## config.mk

```make
export PLATFORM = sky130hd
export DESIGN_NAME = instruction_fetch
export DESIGN_NICKNAME = d
export VERILOG_FILES = /design/src/rtl/instruction_fetch.sv
export SDC_FILE = /design/constraint.sdc
export NUM_CORES = 1
export LEC_CHECK = 0
export CAP_MARGIN = 20
export CORE_UTILIZATION = 46
export CTS_BUF_LIST = sky130_fd_sc_hd__clkbuf_4 sky130_fd_sc_hd__clkbuf_8
export DETAILED_ROUTE_END_ITERATION = 10
export PLACE_DENSITY = 0.84
export SLEW_MARGIN = 20
export SYNTH_ARGS = -nofsm -noshare
export SYNTH_HDL_FRONTEND = slang
export SYNTH_SLANG_ARGS = --single-unit
```

## constraint.sdc

```tcl
create_clock -name clk -period 3.1 [get_ports clk]
set_input_delay 0.465 -clock clk [delete_from_list [all_inputs] [get_ports clk]]
set_output_delay 0.465 -clock clk [all_outputs]
set_load 0.05 [all_outputs]
```

## src/rtl/instruction_fetch.sv

```systemverilog
// Fetch stage: holds the PC, reads instruction memory over req/ready and issues one word per slot.
// Optional FETCH_HALT_EN macro adds a HALT state entered on the HLT word (32'hD440_0000).
`timescale 1ns/1ps
module instruction_fetch #(
    parameter logic [31:0] RESET_PC = 32'h0000_0000
) (
    input  logic        clk,
    input  logic        rst,
    input  logic        i_ub,
    input  logic        i_cb,
    input  logic        i_zero,
    input  logic [31:0] i_imm,
    input  logic        i_stall,
    input  logic        i_imem_ready,
    input  logic [31:0] i_imem_rdata,
    output logic        o_imem_req,
    output logic [31:0] o_imem_addr,
    output logic [31:0] o_instruction,
    output logic [31:0] o_pc,
    output logic        o_valid,
    output logic        o_halted
);

    localparam int unsigned XLEN = 32;
`ifdef FETCH_HALT_EN
    localparam logic [XLEN-1:0] HLT_WORD = 32'hD440_0000;
`endif

    typedef enum logic [1:0] {
        ST_START = 2'd0,
        ST_FETCH = 2'd1,
        ST_ISSUE = 2'd2
`ifdef FETCH_HALT_EN
        , ST_HALT = 2'd3
`endif
    } state_t;

    state_t          r_state;
    state_t          w_state_nxt;
    logic [XLEN-1:0] r_pc;
    logic [XLEN-1:0] r_instruction;
    logic            r_valid;
    logic            r_imem_req;
    logic [XLEN-1:0] w_pc_nxt;
    logic [XLEN-1:0] w_instr_nxt;
    logic            w_valid_nxt;
    logic            w_req_nxt;
    logic            w_taken;
    logic [XLEN-1:0] w_pc_seq;
    logic [XLEN-1:0] w_pc_br;
`ifdef FETCH_HALT_EN
    logic            r_halted;
    logic            w_halted_nxt;
`endif

    // Branch target arithmetic; imm only matters on the taken leg of the mux
    assign w_taken  = i_ub | (i_cb & i_zero);
    assign w_pc_seq = r_pc + XLEN'(4);
    assign w_pc_br  = r_pc + {i_imm[XLEN-3:0], 2'b00};

    always_ff @(posedge clk or posedge rst) begin
        if (rst) r_state <= ST_START;
        else     r_state <= w_state_nxt;
    end

    always_comb begin
        w_state_nxt = r_state;
        case (r_state)
            ST_START: w_state_nxt = ST_FETCH;
            ST_FETCH: if (i_imem_ready) w_state_nxt = ST_ISSUE;
`ifdef FETCH_HALT_EN
            ST_ISSUE: if (!i_stall) w_state_nxt = (r_instruction == HLT_WORD) ? ST_HALT : ST_FETCH;
            ST_HALT:  w_state_nxt = ST_HALT;
`else
            ST_ISSUE: if (!i_stall) w_state_nxt = ST_FETCH;
`endif
            default:  w_state_nxt = ST_START;
        endcase
    end

    // Next values of the registered outputs; request tracks the state being entered
    always_comb begin
        w_pc_nxt    = r_pc;
        w_instr_nxt = r_instruction;
        w_valid_nxt = r_valid;
        w_req_nxt   = (w_state_nxt == ST_FETCH);
`ifdef FETCH_HALT_EN
        w_halted_nxt = (w_state_nxt == ST_HALT);
`endif
        case (r_state)
            ST_FETCH: begin
                if (i_imem_ready) begin
                    w_instr_nxt = i_imem_rdata;
                    w_valid_nxt = 1'b1;
                end
            end
            ST_ISSUE: begin
                if (!i_stall) begin
                    w_valid_nxt = 1'b0;
                    if (w_state_nxt == ST_FETCH) w_pc_nxt = w_taken ? w_pc_br : w_pc_seq;
                end
            end
            default: ;
        endcase
    end

    always_ff @(posedge clk or posedge rst) begin
        if (rst) begin
            r_pc          <= RESET_PC;
            r_instruction <= '0;
            r_valid       <= 1'b0;
            r_imem_req    <= 1'b0;
        end else begin
            r_pc          <= w_pc_nxt;
            r_instruction <= w_instr_nxt;
            r_valid       <= w_valid_nxt;
            r_imem_req    <= w_req_nxt;
        end
    end

`ifdef FETCH_HALT_EN
    always_ff @(posedge clk or posedge rst) begin
        if (rst) r_halted <= 1'b0;
        else     r_halted <= w_halted_nxt;
    end
    assign o_halted = r_halted;
`else
    assign o_halted = 1'b0;
`endif

    assign o_imem_req    = r_imem_req;
    assign o_imem_addr   = r_pc;
    assign o_instruction = r_instruction;
    assign o_pc          = r_pc;
    assign o_valid       = r_valid;

endmodule

```

# ---- Word-level counts from Yosys, hierarchy flattened
# Cells that the tools add are included.
# W data, S select, Z words.
dict set report word_totals {
  reg_bits 68
  input_bits 71
  output_inout_bits 99
  elab_cells 27
}
dict set report op_classes {
  add_sub_neg 2
  eq_ne 5
  n_mux 7
  bitwise 3
  n_reduce_logical 5
}
# op count
set op_table {}
lappend op_table {{$add A32 B3 Y32 const B} 1}
lappend op_table {{$add A32 B32 Y32} 1}
lappend op_table {{$mux W32} 1}
lappend op_table {{$pmux W2 S3} 1}
lappend op_table {{$reduce_and A3 Y1} 2}
lappend op_table {{$eq A2 B1 Y1 const B} 2}
lappend op_table {{$mux W2} 2}
lappend op_table {{$ne A2 B2 Y1 const B} 2}
lappend op_table {{$eq A2 B2 Y1 const B} 1}
lappend op_table {{$logic_not A2 Y1} 1}
lappend op_table {{$mux W1} 2}
lappend op_table {{$pmux W1 S2} 1}
lappend op_table {{$reduce_and A2 Y1} 1}
lappend op_table {{$reduce_bool A2 Y1} 1}
lappend op_table {{$and A1 B1 Y1} 1}
lappend op_table {{$not A1 Y1} 1}
lappend op_table {{$or A1 B1 Y1} 1}

# ---- Depth between registers and ports, before layout
# Gate-level depths: netlist of run 1.
dict set report depth {
  depth_word 4
  mapped_depth 16
  depth_no_buf 14
}

# ---- Least setup slack after synthesis of run 1
# No wires, ideal clock.
dict set report synth_timing {
  path_type {input -> register}
  start {input port i_cb}
  end {register r_pc[28] (netlist: o_imem_addr[28])}
  setup_ps 147
  arrival_ps 3375
  required_ps 2953
  slack_ps -422
  stages 16
  path_buffers 2
  cell_sequence {a21oi_1 -> clkbuf_1 -> clkbuf_1 -> or2_2 -> ha_1 -> inv_1 -> fa_1 -> nor2b_1 -> o211ai_1 -> a21oi_1 -> o21ai_0 -> a21oi_1 -> o2111ai_1 -> a21oi_1 -> mux2i_1 -> o311ai_0}
}
dict set report synth_between {
  elab_chain_len 3
}
# item line_no
set synth_lines {}
lappend synth_lines {{from (decl)} 10} ;# input logic i_cb,
lappend synth_lines {{$and A1 B1 Y1} 57} ;# assign w_taken = i_ub | (i_cb & i_zero);
lappend synth_lines {{$or A1 B1 Y1} 57}
lappend synth_lines {{$mux W32} 100} ;# if (w_state_nxt == ST_FETCH) w_pc_nxt = w_taken ? w_pc_br : w_pc_seq;
lappend synth_lines {{to (signal assigned)} 114} ;# r_pc <= w_pc_nxt;
lappend synth_lines {{to (decl)} 40} ;# logic [XLEN-1:0] r_pc;
# Every way passes these cells.
# A chain may end at the register's enable or synchronous reset.

# ---- Final worst setup path of run 1
dict set report layout_timing {
  start {input port i_imm[4]}
  end {register r_pc[31] (netlist: o_imem_addr[31])}
}
dict set report layout_between {
  elab_chain_len 2
}
# item line_no
set layout_lines {}
lappend layout_lines {{from (decl)} 12} ;# input logic [31:0] i_imm,
lappend layout_lines {{$add A32 B32 Y32} 59} ;# assign w_pc_br = r_pc + {i_imm[XLEN-3:0], 2'b00};
lappend layout_lines {{$mux W32} 100}
# Every way passes these cells.

==> summary.md, run 1 <==
| Metric | Value |
|---|---|
| DR vias/cell | `approximately 5.2` |
| Relative slew slack | `0.534` |
| Synth top area share | `0.377` |
| Area contributors post-synth | `dfrtp_1 38%, ha_1 8.3%, mux2_2 8.2%` |
| Inst Count DP | `slightly below 800` |
| Max Clk Rate | `approximately 330 MHz` |
| Power per Cell Area | `approximately 1100 nW/um2` |
| Detailed Place HPWL | `9140 um` |
| Initial antenna violation count | `0` |
| Synth Area in Adders | `0.0875` |
| Root buf cell | `clkbuf_8` |
| Yosys reg bits | `66` |
| Vias in the first global route | `about 4,300` |
| Final cell count without fillers | `~800` |
| Mux cell area share after synthesis | `0.0869` |
| Vias | `about 4,200` |
| Compound-Gate Fraction of Synth Area | `0.162` |
| Reg2Reg Launch Point | `o_imem_addr[6]` |
| Final setup violation count | `0` |
| Slew Viols, Final | `0` |
| Post-route ant nets | `0` |
| GR Overflow Total | `0` |
| Largest stage delay, worst path | `0.50 ns` |
| Most frequent cell on the critical path | `a211oi_2` |
| Synthesized cell area | `around 4400 um2` |
| Top Ports | `between 150 and 200` |
| Avg Synthesized Cell Area | `9.51 um2` |
| Overall global routing resource usage | `0.252` |
| CP Launch Type | `input pin` |
| Final Skew | `~0.0053 ns` |
| Sequential-to-total area share from yosys stat | `0.377` |
| Cell chain of the critical path | `clkdlybuf4s50_1, nor2b_1, ha_1, a21o_1, a211oi_2, a211oi_2, o41ai_4, a211oi_4, a31oi_2, and3_1, o31ai_2, xnor2_1` |
| # DRC | `0` |
| Final period util | `0.974` |
| Delay-heaviest family, CP | `compound AO/OA/AOI/OAI gates` |
| Die Width | `about 100 um` |
| Rows | `35` |
| Flop-to-flop setup slack | `0.28 ns` |
| Hold wc startpoint | `o_instruction[7]` |
| Critical Path Sink Type | `register` |
| DR WL met3 | `approximately 1100 um` |
| Pin count of the biggest net entering global routing | `35` |
| DR WL met2 | `around 6000 um` |
| Detailed Route WL | `between 10,000 and 15,000 um` |
| Setup TNS | `0 ns` |
| Hold_buf cts | `0` |
| DIE HEIGHT | `roughly 100 um` |
| CTS tree | `done` |
| Largest family of logic cells by synthesized area | `compound AO/OA/AOI/OAI gates` |
| H-Tree Depth | `3` |
| Crit path time final | `a little over 3 ns` |
| # clock sinks | `66` |
| Ys async rst share | `1.00` |
| WL/cell | `about 15 um` |
| Yosys warns | `0` |
| Final instance area | `between 6000 and 7000 um2` |
| CP bufs+invs | `1` |
| Count of cell types in the netlist | `between 50 and 60` |
| Critical Path RT | `~3.3 ns` |
| Setup CP Type | `input pin to register` |
| Routed metal-1 wire length | `just under 5000 um` |
| DP Area | `approximately 6500 um2` |
| # nets final | `770` |
| Clock-pin slew on the worst setup and hold paths | `roughly 0.080 ns` |
| Worst Tran Pin Value | `around 0.70 ns` |
| Mapped Cells | `between 400 and 500` |
| Starting Density | `0.474` |
| Maxcap violations | `0` |
| CP max-delay cell | `o41ai_4` |
| Top sig layer | `met4` |
| Layout area overhead | `56.9%` |
| Router iterations before antenna repair | `6` |
| Type of the worst min-delay path | `register to register` |
| Iter 0 DRT Violations | `between 150 and 200` |
| Outcome | `complete, no violations` |
| Critical Path AT | `about 3.3 ns` |
| Launch point of the worst path | `i_imm[4]` |
| Leak | `around 0.0031 uW` |
| Core Area | `just over 9000 um2` |
| Die area | `9910 um2` |
| Final Hold Viols | `0` |
| Post-synth top area cell | `dfrtp_1` |
| CTS max path bufs | `2` |
| Ant. Diodes | `0` |
| First-pass GRT wire length | `19,900 um` |
| Main synth FF type | `dfrtp_1` |
| RD Place Congestion | `0.893` |
| CP Max Fanout | `4` |
| Peak VDD IR | `roughly 770 uV` |
| Post-synth EDFFs | `0` |
| XOR/XNOR Fraction of Synth Area | `0.0400` |
| Port bufs | `approximately 160` |
| Fraction of layout cells with a size suffix above 1 | `0.245` |
| Total CTS buffers | `9` |
| Clock Latency Late Sink | `around 0.34 ns` |
| Synth Area in Simple Gates | `0.161` |
[logic make-up (layout without fill, tap and decap cells)]
group | count (synthesis) | after routing
xor+xnor | 20 | 20
compound gates | 109 | 109
simple gates | 139 | 139
other cells | 1 | 5
fa+ha+maj | 30 | 30
flops | 66 | 66
buf+inv | 61 | 271
mux | 34 | 34
[repair_timing]
| action | 4_1_cts | 5_1_grt |
|---|---|---|
| buffers inserted | 8 | 3 |
| resized for setup | 13 | 21 |
| gates cloned | 1 | 0 |
| endpoints found under the setup margin | 9 | 12 |
| pin swaps | 8 | 22 |
[worst paths after layout]
path	cells after the start	end
max in group asynchronous	3	o_imem_addr[26]
min in group asynchronous	2	o_instruction[15]
setup reg to reg	10	o_imem_addr[31]
hold / removal	1	o_instruction[7]
setup / recovery	12	o_imem_addr[31]
hold reg to reg	1	o_instruction[7]
[per-layer routing]
metal | vias up | global-route usage
met4 | 0 | 0.0995
li1 | 1995 | -
met5 | - | 0
met1 | 1979 | 0.285
met3 | 24 | 0.0787
met2 | 184 | 0.442
[synth_stat cells, drive strengths merged, types with 4 or more instances]
cell type / instances
dfrtp: 66
nand2: 47
buf: 37
o21ai: 34
mux2: 32
a21oi: 30
nor2b: 30
ha: 29
nor2: 16
a21o: 15
clkbuf: 14
xnor2: 13
inv: 10
nand3: 8
and2: 7
and3: 7
xor2: 7
nand4: 5
nor3: 5
o21bai: 5
a211oi: 4
a31oi: 4
nand2b: 4
o311ai: 4
[state kept, by name, summed over array words and instances, names as in the netlist]
name,count
o_imem_addr,30
o_imem_req,1
o_instruction,32
o_valid,1
r_state,2
[where the power goes]
part           total (uW)  leakage [uW]  switching (uW)  internal, uW
clock network         779     0.0000996             372           407
logic                5490       0.00220            3350          2140
registers            1620      0.000798             347          1270
total                7890       0.00310            4070          3820
[per-stage QoR]
step                hold slack, ns  power [uW]  utilization  worst slack [ns]
floorplan                    0.474        5240            -            0.0165
global placement             0.465        6840        0.699            -0.464
detailed placement           0.495        6980        0.699            -0.591
CTS                          0.511        7850        0.736           -0.0788
global route                 0.519        8300        0.743           -0.0466
finish                       0.508        7890        0.743            0.0798
[cells in the final DEF, fill, tap and decap left out, drive strengths merged, types with 2 or more instances in the layout]
master,count
xnor2,13
conb,5
clkinvlp,2
clkdlybuf4s50,159
o31ai,2
nand3,8
nor2b,30
and3,7
mux2i,2
a221oi,2
a211o,2
nand2b,4
a211oi,4
nand4,5
o211ai,2
nand2,47
a31oi,4
and2,7
clkbuf,14
xor2,7
ha,29
o311ai,4
a21o,15
o21bai,5
buf,83
inv,11
nor2,16
dfrtp,66
a21oi,30
or3,2
mux2,32
or2,2
nor3,5
o21ai,34
[final cells by class]
class,instances,area (um2)
Fill cell,630,2370
Timing Repair Buffer,245,2290
Clock buffer,11,145
Inverter,10,37.5
Clock inverter,5,62.6
Tap cell,129,161
Sequential cell,66,1650
Multi-Input combinational cell,337,2510
No activity file was read; power rests on OpenSTA's default activity.
==> run 2: changes to the inputs <==
- PLACE_DENSITY: 0.84 -> 0.94
==> summary.md, run 2 (synthesis results as in run 1) <==
| Metric | Value |
|---|---|
| WL/cell | `~19 um` |
| Overall global routing resource usage | `0.293` |
| Max reg flops | `32` |
| Outcome | `complete, no violations` |
| Max Clk Rate | `between 300 and 400 MHz` |
| Setup CP Type | `input pin to register` |
| First-pass GRT wire length | `about 23,000 um` |
| RD Place Congestion | `approximately 0.93` |
| Reg2Reg Launch Point | `o_imem_addr[5]` |
| Die area | `slightly below 10,000 um2` |
| Busiest grt layer | `met2` |
| Router iterations before antenna repair | `5` |
| GR Overflow Total | `0` |
| Crit path time final | `3.06 ns` |
| Post-route ant nets | `0` |
| Final setup violation count | `0` |
| Register area | `1650 um2` |
| Leak | `around 0.0032 uW` |
| # clock sinks | `66` |
| Fraction of layout cells with a size suffix above 1 | `0.282` |
| Vias in the first global route | `4,746` |
| Iter 0 DRT Violations | `approximately 220` |
| Die Width | `99.5 um` |
| GR Layer Usage met2 | `0.526` |
| Vias | `around 4,500` |
| Slew Viols, Final | `0` |
| Clock Latency Late Sink | `approximately 0.35 ns` |
| Power per Cell Area | `roughly 1200 nW/um2` |
| Most common cell after layout, fill and taps aside | `clkdlybuf4s50_1` |
| CP Max Fanout | `5` |
| Ant. Diodes | `0` |
| Critical Path AT | `about 3.3 ns` |
| Most frequent cells in the layout | `157 x clkdlybuf4s50_1, 82 x buf_4, 66 x dfrtp_1` |
| Hold slack | `0.502 ns` |
| DR vias/cell | `5.56` |
| Setup slack after layout | `between 0.03 and 0.04 ns` |
| CTS max path bufs | `2` |
| Layout area overhead | `64.0%` |
| Hold_buf cts | `0` |
| Pin count of the biggest net entering global routing | `35` |
| Critical Path RT | `about 3.4 ns` |
| Final period util | `0.988` |
| Crit Reg-Reg Endpoint | `o_imem_addr[31]` |
| Type of the worst min-delay path | `register to register` |
| Filler instances | `about 520` |
| Rows | `35` |
| Root buf cell | `clkbuf_8` |
| Launch point of the worst path | `i_cb` |
| Setup TNS | `0 ns` |
| CP Launch Type | `input pin` |
| H-Tree Depth | `3` |
| Worst slack, placed | `-0.818 ns` |
| Relative slew slack | `0.541` |
| Final Hold Viols | `0` |
| # DRC | `0` |
| Final Skew | `about 0.013 ns` |
| RSZ-0062 raised after global routing | `true` |
| Detailed Place HPWL | `between 9000 and 10,000 um` |
| Core Area | `between 9000 and 10,000 um2` |
| Maxcap violations | `0` |
| Cells on worst reg2reg path | `10` |
| GR Layer Usage met1 | `0.290` |
| Flop-to-flop setup slack | `0.26 ns` |
| CTS tree | `done` |
| Worst Setup EP | `o_imem_addr[31]` |
| Top Ports | `170` |
| Multi-input gate area | `~2700 um2` |
| Worst Tran Pin Value | `about 0.7 ns` |
| Port bufs | `162` |
| Clock-pin slew on the worst setup and hold paths | `0.08 ns` |
| GR Util met3 | `0.112` |
| Total CTS buffers | `9` |
| Inst Count DP | `768` |
| # nets final | `between 700 and 800` |
| Final cell count without fillers | `a little over 800` |
| Initial antenna violation count | `0` |
| Starting Density | `0.474` |
| Peak VDD IR | `834 uV` |
| DIE HEIGHT | `~100 um` |
| Critical Path Sink Type | `register` |
| Detailed Route WL | `roughly 15,000 um` |
==> run 2: cell count changes in the layout (fill, tap and decap cells not counted), moves of 3 or more <==
| cell | change |
|---|---|
| nor2b_4 | +6 |
| ha_4 | +6 |
| a21oi_2 | +3 |
| a21oi_1 | -4 |
| bufinv_16 | +3 |
| buf_4 | +5 |
| nor2b_1 | -5 |
| ha_1 | -7 |
| clkbuf_2 | -3 |
==> run 2: critical path, stage by stage <==
cell and delay [ns]:
buf_6 0.10, a21oi_4 0.17, buf_12 0.14, buf_12 0.13
nor2b_1 0.05, ha_2 0.33, nand4_1 0.13, a211o_1 0.37
a211oi_4 0.32, o41ai_4 0.13, a211oi_2 0.25, a31oi_2 0.16
and3_1 0.18, o31ai_2 0.26, xnor2_1 0.15
==> run 2: what timing repair did <==
| item | 4_1_cts | 5_1_grt |
|---|---|---|
| cloned | 1 | 0 |
| gates resized for setup | 33 | 39 |
| pin swaps | 17 | 30 |
| endpoints found under the setup margin | 15 | 15 |
| setup buffers | 11 | 13 |
==> run 2: per-stage QoR <==
step	power [uW]	utilization	cell area, um2
3_3_place_gp	6750	0.690	6380
4_1_cts	8110	0.744	6880
5_1_grt	8770	0.777	7180
2_1_floorplan	5240	-	4440
3_5_place_dp	6940	0.690	6380
6_report	8420	0.777	7180
==> run 2: routing by layer <==
metal,vias up,part of all wire
li1,2002,-
met1,2153,0.36
met2,268,0.50
met3,79,0.087
met4,0,0.057
met5,-,0
==> run 2: cell type report <==
| class | count | share of cell area |
|---|---|---|
| clock inverter | 6 | 0.0192 |
| clock buffer | 10 | 0.0192 |
| sequential | 66 | 0.230 |
| inverter | 10 | 0.00523 |
| tap | 129 | 0.0225 |
| timing repair buffer | 251 | 0.330 |
| multi-input combinational | 337 | 0.374 |
==> run 2: worst min path at each step <==
stage / slack [ns] / start / end / cells past startpoint
final: 0.50 / r_state[0] / r_state[1] / 1
after global routing: 0.52 / o_instruction[9] / o_instruction[9] / 1
after CTS: 0.51 / r_state[0] / r_state[1] / 1
after detailed placement: 0.49 / o_instruction[29] / o_instruction[29] / 1
after global placement: 0.47 / o_valid / o_valid / 2
after floorplan: 0.47 / r_state[0] / r_state[1] / 1
==> run 2: power breakdown <==
| part | switching, uW | total (uW) | internal (uW) |
|---|---|---|---|
| registers | 378 | 1650 | 1270 |
| clock network | 375 | 1020 | 641 |
| logic | 3520 | 5760 | 2240 |
| total | 4270 | 8420 | 4150 |
